<file path="src/rtl/lu_pkg.sv">
// ============================================================================
// Package     : lu_pkg
// Description : Shared types and widths for the sonar logic-unit arbiter.
// Revision    : 1.0
// ============================================================================
`default_nettype none

package lu_pkg;

    localparam int LU_W = 16;

    typedef enum logic [2:0] {
        LU_AND  = 3'b000,
        LU_NAND = 3'b001,
        LU_OR   = 3'b010,
        LU_NOR  = 3'b011,
        LU_XOR  = 3'b100,
        LU_XNOR = 3'b101,
        LU_NOTA = 3'b110,
        LU_NOTB = 3'b111
    } lu_op_e;

    typedef enum logic {
        LU_IDLE = 1'b0,
        LU_RESP = 1'b1
    } lu_state_e;

endpackage

`default_nettype wire

</file>
<file path="src/rtl/mux16.sv">
// ============================================================================
// Module      : mux16
// Description : 16-bit logic unit, eight bitwise functions selected by op.
// Revision    : 1.0
// ============================================================================
`default_nettype none

module mux16
    import lu_pkg::*;
(
    input  logic [2:0]      op,
    input  logic [LU_W-1:0] a,
    input  logic [LU_W-1:0] b,
    output logic [LU_W-1:0] y
);

    always_comb begin
        y = '0;
        case (lu_op_e'(op))
            LU_AND:  y = a & b;
            LU_NAND: y = ~(a & b);
            LU_OR:   y = a | b;
            LU_NOR:  y = ~(a | b);
            LU_XOR:  y = a ^ b;
            LU_XNOR: y = ~(a ^ b);
            LU_NOTA: y = ~a;
            LU_NOTB: y = ~b;
            default: y = '0;
        endcase
    end

endmodule

`default_nettype wire

</file>
<file path="src/rtl/rr_pick.sv">
// ============================================================================
// Module      : rr_pick
// Description : Combinational round-robin picker; search starts after last_grant.
// Revision    : 1.0
// ============================================================================
`default_nettype none

module rr_pick #(
    parameter int NREQ = 4,
    parameter int IDW  = $clog2(NREQ)
) (
    input  logic [NREQ-1:0] valid,
    input  logic [IDW-1:0]  last_grant,
    output logic [NREQ-1:0] grant,
    output logic [IDW-1:0]  idx,
    output logic            any
);

    int w_best;

    // Rotated distance 0 belongs to last_grant+1; smallest distance wins.
    always_comb begin
        w_best = NREQ;
        idx    = '0;
        any    = 1'b0;
        for (int i = 0; i < NREQ; i++) begin
            if (valid[i] && (((i + NREQ - 1 - int'(last_grant)) % NREQ) < w_best)) begin
                w_best = (i + NREQ - 1 - int'(last_grant)) % NREQ;
                idx    = i[IDW-1:0];
                any    = 1'b1;
            end
        end
    end

    always_comb begin
        grant = '0;
        for (int i = 0; i < NREQ; i++) begin
            grant[i] = any && (idx == i[IDW-1:0]);
        end
    end

endmodule

`default_nettype wire

</file>
<file path="src/rtl/logic_unit_arbiter.sv">
// ============================================================================
// Module      : logic_unit_arbiter
// Description : Round-robin sharing of one 16-bit logic unit between NREQ
//               requesters; registered result returned with requester ID.
//               Optional macro LU_OPCOUNT_EN adds a saturating op_count port.
// Revision    : 1.0
// ============================================================================
`default_nettype none

module logic_unit_arbiter
    import lu_pkg::*;
#(
    parameter int NREQ = 4,
    parameter int IDW  = $clog2(NREQ)
) (
    input  logic                 clk,
    input  logic                 reset,
    input  logic [NREQ-1:0]      req_valid,
    output logic [NREQ-1:0]      req_ready,
    input  logic [3*NREQ-1:0]    req_op,
    input  logic [LU_W*NREQ-1:0] req_a,
    input  logic [LU_W*NREQ-1:0] req_b,
    output logic                 rsp_valid,
    input  logic                 rsp_ready,
    output logic [IDW-1:0]       rsp_id,
    output logic [LU_W-1:0]      rsp_data
`ifdef LU_OPCOUNT_EN
    ,
    output logic [15:0]          op_count
`endif
);

    localparam logic [IDW-1:0] c_LAST_INIT = IDW'(NREQ - 1);

    lu_state_e         r_state;
    logic [IDW-1:0]    r_last_grant;
    logic [IDW-1:0]    r_rsp_id;
    logic [LU_W-1:0]   r_rsp_data;

    logic [NREQ-1:0]   w_grant;
    logic [IDW-1:0]    w_idx;
    logic              w_any;
    logic              w_can_accept;
    logic              w_xfer;
    logic [2:0]        w_op;
    logic [LU_W-1:0]   w_a;
    logic [LU_W-1:0]   w_b;
    logic [LU_W-1:0]   w_y;

    rr_pick #(
        .NREQ (NREQ),
        .IDW  (IDW)
    ) u_rr_pick (
        .valid      (req_valid),
        .last_grant (r_last_grant),
        .grant      (w_grant),
        .idx        (w_idx),
        .any        (w_any)
    );

    // A full response register frees up in the same cycle it is consumed.
    assign w_can_accept = (r_state == LU_IDLE) || rsp_ready;
    assign w_xfer       = w_any && w_can_accept && !reset;
    assign req_ready    = w_xfer ? w_grant : '0;

    always_comb begin
        w_op = '0;
        w_a  = '0;
        w_b  = '0;
        for (int i = 0; i < NREQ; i++) begin
            if (w_idx == i[IDW-1:0]) begin
                w_op = req_op[3*i +: 3];
                w_a  = req_a[LU_W*i +: LU_W];
                w_b  = req_b[LU_W*i +: LU_W];
            end
        end
    end

    mux16 u_mux16 (
        .op (w_op),
        .a  (w_a),
        .b  (w_b),
        .y  (w_y)
    );

    always_ff @(posedge clk) begin
        if (reset) begin
            r_state      <= LU_IDLE;
            r_last_grant <= c_LAST_INIT;
            r_rsp_id     <= '0;
            r_rsp_data   <= '0;
        end else if (w_xfer) begin
            r_state      <= LU_RESP;
            r_last_grant <= w_idx;
            r_rsp_id     <= w_idx;
            r_rsp_data   <= w_y;
        end else if ((r_state == LU_RESP) && rsp_ready) begin
            r_state      <= LU_IDLE;
        end
    end

    assign rsp_valid = (r_state == LU_RESP);
    assign rsp_id    = r_rsp_id;
    assign rsp_data  = r_rsp_data;

`ifdef LU_OPCOUNT_EN
    logic [15:0] r_op_count;

    always_ff @(posedge clk) begin
        if (reset) begin
            r_op_count <= '0;
        end else if (w_xfer && (r_op_count != 16'hFFFF)) begin
            r_op_count <= r_op_count + 16'd1;
        end
    end

    assign op_count = r_op_count;
`endif

endmodule

`default_nettype wire

</file>
<file path="config.mk">
export PLATFORM = sky130hd
export DESIGN_NAME = logic_unit_arbiter
export DESIGN_NICKNAME = d
export VERILOG_FILES = /design/src/rtl/lu_pkg.sv /design/src/rtl/mux16.sv /design/src/rtl/rr_pick.sv /design/src/rtl/logic_unit_arbiter.sv
export SDC_FILE = /design/constraint.sdc
export NUM_CORES = 1
export LEC_CHECK = 0
export CORE_MARGIN = 3
export CORE_UTILIZATION = 30
export DETAILED_ROUTE_END_ITERATION = 16
export PLACE_DENSITY = 0.7
export SETUP_SLACK_MARGIN = 0.2
export SYNTH_ARGS = -nofsm -noshare
export SYNTH_HDL_FRONTEND = slang
export SYNTH_HIERARCHICAL = 1
export SYNTH_SLANG_ARGS = --single-unit
</file>
<file path="constraint.sdc">
create_clock -name clk -period 14.7 [get_ports clk]
set_input_delay 1.47 -clock clk [delete_from_list [all_inputs] [get_ports clk]]
set_output_delay 1.47 -clock clk [all_outputs]
set_load 0.01 [all_outputs]
</file>
==> results.sh <==
export IMPL_internal_power_w=0.000550
export IMPL_ant_nets=0
export IMPL_arrival_ps=7790
export IMPL_path_class="input pin to register"
export IMPL_worst_ep_required_time_ps=14870
export IMPL_clkPwrFrac_pct=5.4
export IMPL_coreArea_um2=11700
export IMPL_synthesis_nets=608
export IMPL_max_cap_viol_count=0
export IMPL_finalClockSkew_ps=3.36
export IMPL_final_max_slew_viol_count=0
export IMPL_synthMostInstantiatedCell="o21ai_0"
export IMPL_multi_input_area_um2=2820
export IMPL_start_util_pct=31.4
export IMPL_routedWlPerCell_um=15.6
export IMPL_synth_distinct_cells=49
export IMPL_area_growth_pct=46.7
export IMPL_routabilityCongestion=0.767
export IMPL_worstMarginPinSlew_ps=958
export IMPL_dp_slack_ps=6790
export IMPL_clkSinkCount=21
export IMPL_nFillCells=1082
export IMPL_p_per_area_nw_per_um2=197
export IMPL_first_pass_iters=5
export IMPL_cts_buffer_depth=2
export IMPL_pwr_share_seq_pct=8.2
export IMPL_layout_setup_ws_ps=7070
export IMPL_rsz0062_at_grt="no"
export IMPL_swShare_pct=48.1
export IMPL_worst_setup_path_start_kind="input pin"
export IMPL_crit_path_end_kind="register"
export IMPL_p_leak_nw=2.14
export IMPL_synth_ff_type="dfxtp_1"
export IMPL_layout_min_cycle_time_ps=7630
export IMPL_async_flop_share_pct=0
export IMPL_rows=39
export IMPL_grt_max_degree=85
export IMPL_synth_area_leaders="mux4_2 (18%), ha_1 (12%), dfxtp_1 (11%)"
export IMPL_synth_area_per_cell_um2=8.59
export IMPL_worstPathCellList="clkdlybuf4s50_1, nand2b_1, ha_1, nand2b_1, a221oi_1, a21o_1, ha_1, and4b_4, a22oi_4, nor2_1, a21o_1, ha_1, a21oi_1, o21ai_1, a31oi_2, a21o_2, buf_4, mux4_2, nor2b_1, a32o_1, o32a_1, nand3_1, a21oi_1"
export IMPL_combPwrFrac_pct=86.4
export IMPL_yosysSeqAreaShare_pct=11.5
export IMPL_drt_iter0_drc=240
export IMPL_viasPerCell=5.24
export IMPL_dieWidth_um=116
export IMPL_die_y_um=116
export IMPL_switchingPower_w=0.000509
export IMPL_yosys_area_top_type="mux4_2"
export IMPL_post_cts_buffers=0
export IMPL_ios=170
export IMPL_port_buffers=169
export IMPL_netlist_instances=426
export IMPL_hp_class="register to register"
export IMPL_hold_viol=0
export IMPL_drive_gt1_share_pct=8.87
export IMPL_ctsHoldBuffers=0
export IMPL_clk_latency_ps=250
export IMPL_n_antenna_cell=0
export IMPL_grt_pass1_vias=3672
export IMPL_critPathBufInv=2
export IMPL_placed_area_um2=5290
export IMPL_fmax_ghz=0.131
export IMPL_setup_violations=0
export IMPL_setup_tns_final_ps=0
export IMPL_grt_ovfl_total=0
export IMPL_critPathMaxFanout=45
export IMPL_grt_pass1_wl_um=17700
export IMPL_design_area_um2=5370
export IMPL_post_cts_resized=0
export IMPL_critPathSlowestCell="mux4_2"
export IMPL_clkTransAtPathRegs_ps=60
export IMPL_drcViolationCount=0
export IMPL_ir_drop_mv=0.0913
export IMPL_synth_area_um2=3660
export IMPL_hold_ws_ps=475
export IMPL_die_area_um2=13600
export IMPL_antenna_found_initial=0
export IMPL_grt_usage_pct=16.1
export IMPL_ys_seq_elements=21
export IMPL_ff_latch_area_um2=420
export IMPL_critPathTopFamily="compound AO/OA/AOI/OAI gates"
export IMPL_yosysWarnings=6
export IMPL_cts_made_buffers=3
export IMPL_cts_root_buffer="clkbuf_16"
export IMPL_dp_hpwl_um=8750
export IMPL_synth_common_cells="o21ai_0 (38), inv_1 (37), a21oi_1 (36)"
export IMPL_cts_max_level=1
export IMPL_synth_edff_count=0
export IMPL_cp_slowest_stage_delay_ps=890
export IMPL_tritoncts="yes"
export IMPL_via_count=3707
export IMPL_relSlewSlack_pct=36.0
export IMPL_post_route_period_util_pct=51.9
export IMPL_p_total_w=0.00106
export IMPL_nets=747
export IMPL_cp_common_cell="ha_1"
export IMPL_wl_um=11000
export IMPL_synth_top_cell_area_share_pct=17.8
export IMPL_status="finished, final reports clean"
-- state kept, by name, summed over array words and instances, names as in the netlist --
name / cells
rsp_data: 16
rsp_valid: 1
rsp_id: 2
r_last_grant: 2
-- kinds of logic (layout without fill, tap and decap cells) --
family	after synthesis	after routing	share of synthesized area (%)
buffers and inverters	77	215	11.6
and+or+nand+nor	111	111	15.8
muxes	47	47	25.5
xor gates and xnor gates	19	19	4.55
DFF	21	21	11.5
adders and majority gates	35	35	12.0
AOI/OAI and AO/OA	116	116	19.1
-- per-stage QoR --
step,cells,util (%)
after floorplan,426,-
after global placement,703,45.4
after detailed placement,703,45.4
after CTS,707,46.0
after global routing,707,46.0
final,707,46.0
-- layout make-up --
type	count	share of cell area, %
clock buffers	3	1.40
clock inverters	1	0.0932
inverters	37	2.59
multi-input cells	328	52.6
flip-flops and latches	21	7.83
well taps	143	3.33
repair buffers	174	32.2
-- routing by layer --
layer  share of wire [%]  vias up  global-route usage (%)
li1                    -     1833                       -
met1                  43     1724                    21.4
met2                  49      148                    28.2
met3                 7.9        2                    2.75
met4                0.13        0                    1.93
met5                   0        -                       0
-- worst reg2reg max path, cell delays in order (launching register included) --
cell and delay (ps):
dfxtp_1 460, xnor2_1 190, inv_1 70, ha_1 250
nand2b_1 210, a221oi_1 300, a21o_1 150, ha_1 170
and4b_4 210, a22oi_4 260, nor2_1 70, a21o_1 160
ha_1 300, a21oi_1 160, o21ai_1 100, a31oi_2 180
a21o_2 110, buf_4 500, mux4_2 930, nor2b_1 850
a32o_1 280, o32a_1 140, nand3_1 70, a21oi_1 150
-- final timing paths --
path,cells after the start,slack (ps),to,start
setup / recovery,23,7070,rsp_data[11],req_valid[0]
hold / removal,2,470,rsp_data[14],rsp_data[14]
setup reg to reg,23,8330,rsp_data[11],r_last_grant[0]
hold reg to reg,2,470,rsp_data[14],rsp_data[14]
-- power groups by stage --
stage / clock network [W] / registers (W) / logic, W
2_1_floorplan: 0 / 0.0000927 / 0.000754
3_3_place_gp: 0 / 0.0000873 / 0.000885
3_5_place_dp: 0 / 0.0000880 / 0.000920
4_1_cts: 0.0000587 / 0.0000866 / 0.000924
5_1_grt: 0.0000611 / 0.0000887 / 0.00103
6_report: 0.0000575 / 0.0000864 / 0.000915
-- cells in the final DEF, fill, tap and decap left out, drive strengths merged, types with 3 or more instances in the layout --
master         count
nand2b             5
a21oi             36
a31oi             14
clkbuf             3
nor2b              4
a32oi              9
buf                5
dfxtp             21
nor2              27
and2               7
inv               37
nand3             19
xor2               7
ha                35
mux4              35
clkdlybuf4s50    169
nand2             25
o21ai             46
a21o               3
mux2i             11
xnor2             12
nand3b            14
nor3               5
No activity file was read; power rests on OpenSTA's default activity.
